==> config.mk <==
export PLATFORM = sky130hd
export DESIGN_NAME = seg_scan_receiver
export DESIGN_NICKNAME = d
export VERILOG_FILES = /design/src/rtl/seg_scan_receiver.sv
export SDC_FILE = /design/constraint.sdc
export NUM_CORES = 1
export LEC_CHECK = 0
export CAP_MARGIN = 20
export CORE_MARGIN = 5
export CORE_UTILIZATION = 53
export DETAILED_ROUTE_END_ITERATION = 16
export PLACE_DENSITY = 0.76
export SLEW_MARGIN = 10
export SYNTH_ARGS = -nofsm -noshare
export SYNTH_HDL_FRONTEND = slang
export SYNTH_SLANG_ARGS = --single-unit
export TNS_END_PERCENT = 50
==> constraint.sdc <==
create_clock -name clk -period 2.7 [get_ports clk]
set_clock_uncertainty 0.2 [all_clocks]
set_input_delay 0.405 -clock clk [delete_from_list [all_inputs] [get_ports clk]]
set_output_delay 0.405 -clock clk [all_outputs]
set_load 0.005 [all_outputs]
==> src/rtl/seg_scan_receiver.sv <==
// rtl/seg_scan_receiver.sv - decodes a scanned 4-digit 7-segment bus back into an HH:MM frame
module seg_scan_receiver #(
  parameter int SETTLE  = 16,
  parameter int TIMEOUT = 1048576,
  parameter int CNT_W   = 21
) (
  input  logic       clk,
  input  logic       reset,
  input  logic [6:0] seg,
  input  logic [3:0] an,
  output logic [3:0] digit0,
  output logic [3:0] digit1,
  output logic [3:0] digit2,
  output logic [3:0] digit3,
  output logic       frame_valid,
  output logic       time_ok,
  output logic       seg_err,
  output logic       an_err,
  output logic       stall
);

  typedef enum logic {HUNT, CAPTURE} state_t;

  state_t           state;
  logic [6:0]       seg_s1, seg_s2;
  logic [3:0]       an_s1, an_s2, an_prev;
  logic [CNT_W-1:0] settle_cnt, tmo_cnt;
  logic [3:0]       mask;
  logic [3:0][3:0]  stage;

  logic       changed, settle_hit, tmo_hit, an_idle, an_legal, dec_ok;
  logic [1:0] pos;
  logic [3:0] dec_val;

  // Synchronisers idle at blank/all-anodes-off so reset itself never looks like a phase
  always_ff @(posedge clk or negedge reset) begin
    if (!reset) begin
      seg_s1  <= 7'h7F;
      seg_s2  <= 7'h7F;
      an_s1   <= 4'hF;
      an_s2   <= 4'hF;
      an_prev <= 4'hF;
    end else begin
      seg_s1  <= seg;
      seg_s2  <= seg_s1;
      an_s1   <= an;
      an_s2   <= an_s1;
      an_prev <= an_s2;
    end
  end

  assign changed    = (an_s2 != an_prev);
  assign settle_hit = !changed && (settle_cnt == CNT_W'(SETTLE - 1));
  assign tmo_hit    = !changed && (tmo_cnt == CNT_W'(TIMEOUT - 1));
  assign an_idle    = (an_s2 == 4'b1111);

  always_comb begin
    an_legal = 1'b1;
    pos      = 2'd0;
    case (an_s2)
      4'b1110: pos = 2'd0;
      4'b1101: pos = 2'd1;
      4'b1011: pos = 2'd2;
      4'b0111: pos = 2'd3;
      default: an_legal = 1'b0;
    endcase
  end

  always_comb begin
    dec_ok  = 1'b1;
    dec_val = 4'd0;
    case (seg_s2)
      7'b1000000: dec_val = 4'd0;
      7'b1111001: dec_val = 4'd1;
      7'b0100100: dec_val = 4'd2;
      7'b0110000: dec_val = 4'd3;
      7'b0011001: dec_val = 4'd4;
      7'b0010010: dec_val = 4'd5;
      7'b0000010: dec_val = 4'd6;
      7'b1111000: dec_val = 4'd7;
      7'b0000000: dec_val = 4'd8;
      7'b0010000: dec_val = 4'd9;
      7'b1111111: dec_val = 4'd0;
      default:    dec_ok  = 1'b0;
    endcase
  end

  // Both counters saturate, so a settle hit fires once per anode phase
  always_ff @(posedge clk or negedge reset) begin
    if (!reset) begin
      settle_cnt <= '0;
      tmo_cnt    <= '0;
      stall      <= 1'b0;
    end else if (changed) begin
      settle_cnt <= '0;
      tmo_cnt    <= '0;
      stall      <= 1'b0;
    end else begin
      if (settle_cnt != CNT_W'(SETTLE))
        settle_cnt <= settle_cnt + 1'b1;
      if (tmo_cnt != CNT_W'(TIMEOUT))
        tmo_cnt <= tmo_cnt + 1'b1;
      if (tmo_hit)
        stall <= 1'b1;
    end
  end

  function automatic logic legal_time(input logic [3:0][3:0] d);
    logic hour_ok;
    hour_ok = (d[3] <= 4'd2) && ((d[3] == 4'd2) ? (d[2] <= 4'd3) : (d[2] <= 4'd9));
    return hour_ok && (d[1] <= 4'd5) && (d[0] <= 4'd9);
  endfunction

  always_ff @(posedge clk or negedge reset) begin
    if (!reset) begin
      state       <= HUNT;
      mask        <= 4'b0000;
      stage       <= '0;
      digit0      <= 4'd0;
      digit1      <= 4'd0;
      digit2      <= 4'd0;
      digit3      <= 4'd0;
      frame_valid <= 1'b0;
      time_ok     <= 1'b0;
      seg_err     <= 1'b0;
      an_err      <= 1'b0;
    end else begin
      frame_valid <= 1'b0;
      if (tmo_hit) begin
        mask  <= 4'b0000;
        state <= HUNT;
      end else if (state == CAPTURE && mask == 4'b1111) begin
        digit0      <= stage[0];
        digit1      <= stage[1];
        digit2      <= stage[2];
        digit3      <= stage[3];
        time_ok     <= legal_time(stage);
        frame_valid <= 1'b1;
        mask        <= 4'b0000;
      end else if (settle_hit && !an_idle) begin
        if (!an_legal) begin
          an_err <= 1'b1;
          mask   <= 4'b0000;
          state  <= HUNT;
        end else if (!dec_ok) begin
          seg_err <= 1'b1;
          mask    <= 4'b0000;
          state   <= HUNT;
        end else begin
          stage[pos] <= dec_val;
          mask[pos]  <= 1'b1;
          state      <= CAPTURE;
        end
      end
    end
  end

endmodule
==> summary.txt <==
Synth
  – Mean area per synthesized cell: 12.0 µm²
  – Area share of the largest cell type after synthesis: 0.407
  – Top post-synthesis cells by area: dfrtp_1 41%, dfstp_2 13%, xor2_1 3.6%
  – Seq/Total Area, Yosys: 0.539
  – Post-Synthesis Cells: 432
  – Largest area contributor in the synthesized netlist: dfrtp_1
  – Cell variety after synth: 57
  – Synth warn: 0
  – Synth Cell Area: 5160 µm²
  – FF+latch count, synth: 110
  – Syn_nets: 449

Finish
  – Register Area: 2790 µm²
  – Nets: 489
  – Most frequent cells in the layout: 84 x dfrtp_1, 44 x nor2_1, 32 x clkdlybuf4s50_1, 26 x dfstp_2, 21 x xor2_1
  – Commonest non-fill, non-tap cell in the layout: dfrtp_1
  – Layout cells sized above 1: 0.203
  – Fillcell total: 784
  – Antenna fix cells: 0
  – Syn-to-layout area delta: 13.4%
  – Multi-input logic area: 2260 µm²

Global route
  – GRT Total Usage: 0.175
  – GR Overflow Total: 0
  – Vias in the first global route: 3430
  – Global-route wire length before repair: 16500 µm
  – Largest net degree at the start of global routing: 50
  – Initial antenna violation count: 0

Floorplanning
  – Top-Level Pins: 34
  – Row count: 36
  – Die Span X: 109 µm
  – Area of the core: 9640 µm²
  – DIE AREA: 11800 µm²
  – Die height: 109 µm
  – Initial Utilization: 0.536

Timing
  – Sum of negative setup slack: 0 ps
  – Max-slew violations: 0
  – Min Tclk post-route: 2570 ps
  – Least-Margin Pin Slew: 742 ps
  – Hold WS: 152 ps
  – F_max: 389 MHz
  – Worst Slack Setup Final: 131 ps
  – Slew headroom: 0.504
  – Crit share post-route: 0.951
  – Setup violations, final: 0
  – Final hold violations: 0

Clock network
  – CTS tree: yes
  – CTS buffer count: 9
  – Clock-pin transition on the worst setup and hold timing paths: 90 ps
  – CTS Buffer Depth: 2
  – H-tree lvl count: 3
  – Clock latency on the worst-skew pair: 370 ps
  – CTS sink count: 110
  – Clock tree root buffer cell: clkbuf_8

Route
  – DRT Pass-1 Iters: 4
  – Via count: 3432
  – Routed len/inst: 15.3 µm
  – Vias per cell: 5.63
  – Drt initial violations: 184
  – # DRC: 0
  – Remaining antenna violation count: 0
  – Final WL: 9310 µm

Pwr
  – Max VDD drop: 0.000470 V
  – Leakage: 0.00245 µW
  – Power density cells: 471 nW/µm²

Job
  – Max-cap check violation count: 0

Setup path
  – Critical path, cell by cell: nor4_1 > nand4_1 > buf_4 > or4_4 > a211oi_4 > mux2_1
  – Critical Path Start Type: register
  – Slowest-stage cell, CP: or4_4
  – Crit path DAT: 2620 ps
  – Worst EP required: 2750 ps
  – Crit path max fanout: 5
  – Largest stage delay on the critical path: 530 ps
  – Worst path top cell family by delay: simple AND/OR/NAND/NOR gates
  – R2R Setup Slk: 130 ps
  – Crit. End Element: register
  – Setup CP Type: reg -> reg
  – CP Buf/Inv Count: 1

Place
  – Half-perimeter wire length after placement: 6630 µm
  – Pre-CTS WS: 15.0 ps
  – PortBufs: 33
  – GP Congestion: 0.847

Hold path
  – Hold Path Class: reg -> reg

Outcome
  – Status: completed
==> worst paths after layout <==
path,from,end,cells after the start
min in group asynchronous,reset,digit3[1],2
setup reg to reg,settle_cnt[13],stage[5],6
hold / removal,seg_s1[1],seg_s2[1],0
hold reg to reg,seg_s1[1],seg_s2[1],0
setup / recovery,settle_cnt[13],stage[5],6
max in group asynchronous,reset,an_prev[3],3
==> metrics by stage <==
step / total power, µW / cell area (µm²) / utilization / std cells
3_3_place_gp: 1860 / 5660 / 0.587 / 592
5_1_grt: 2890 / 5860 / 0.608 / 610
4_1_cts: 2800 / 5850 / 0.607 / 609
2_1_floorplan: 1790 / 5160 / - / 432
3_5_place_dp: 1860 / 5660 / 0.587 / 592
6_report: 2760 / 5860 / 0.608 / 610
==> state kept, by name, summed over array words and instances (netlist names), 7 cells and up <==
signal	flops
seg_s2	7
settle_cnt	21
tmo_cnt	21
seg_s1	7
stage	16
==> cells in the mapped netlist, drive strengths merged <==
master / instances
or2: 2
o21ai: 15
dfrtp: 84
or4: 4
o211ai: 2
a21o: 1
o31ai: 2
and3: 9
ha: 4
or3b: 3
inv: 8
a2111oi: 3
o2111ai: 1
nand2b: 3
a2111o: 1
and4bb: 1
nand3: 21
xor2: 21
nor4: 15
dfstp: 26
nand4: 14
buf: 13
nor2: 45
a21bo: 1
xnor2: 18
nand2: 16
or3: 10
nor3: 10
a31oi: 1
nand3b: 4
nand4b: 4
a211oi: 5
and4: 6
nor4b: 3
nor3b: 1
a21oi: 15
o211a: 1
a41o: 1
mux2i: 2
mux2: 33
clkbuf: 3
==> repair_timing <==
action | CTS | global route
buffers inserted | 0 | 1
setup endpoints to repair | 0 | 16
hold buffers | 1 | 0
endpoints found under the hold margin | 30 | 0
resized for setup | 0 | 0
==> cells by family after synthesis <==
family,synth area share
flip-flops,0.539
AND/OR/NAND/NOR,0.194
adder cells (fa/ha/maj),0.00969
XOR/XNOR,0.0705
AO/OA/AOI/OAI,0.0804
multiplexers,0.0824
buffers and inverters,0.0235
==> worst reg2reg max path, cell delays in order, from the launching register on <==
cell and delay, ps:
dfrtp_1 400, nor4_1 340, nand4_1 130, buf_4 190, or4_4 530, a211oi_4 310
mux2_1 360
==> metal layers <==
metal | vias up | GRT usage | part of all wire
li1 | 1639 | - | -
met1 | 1711 | 0.236 | 0.46
met2 | 69 | 0.284 | 0.49
met3 | 13 | 0.0391 | 0.036
met4 | 0 | 0.0550 | 0.015
met5 | - | 0 | 0
==> area by class of cell <==
| cell class | instances | share of cell area |
|---|---|---|
| flip-flops and latches | 110 | 0.475 |
| multi-input cells | 298 | 0.385 |
| repair buffers | 45 | 0.0739 |
| clock buffers | 12 | 0.0284 |
| well taps | 133 | 0.0284 |
| inverters | 8 | 0.00512 |
| clock inverters | 4 | 0.00342 |
==> power by group <==
| part | switching, µW | internal, µW |
|---|---|---|
| logic | 73.1 | 46.7 |
| clock network | 519 | 411 |
| registers | 24.5 | 1680 |
Note: power is estimated with default switching activity, not from simulation.
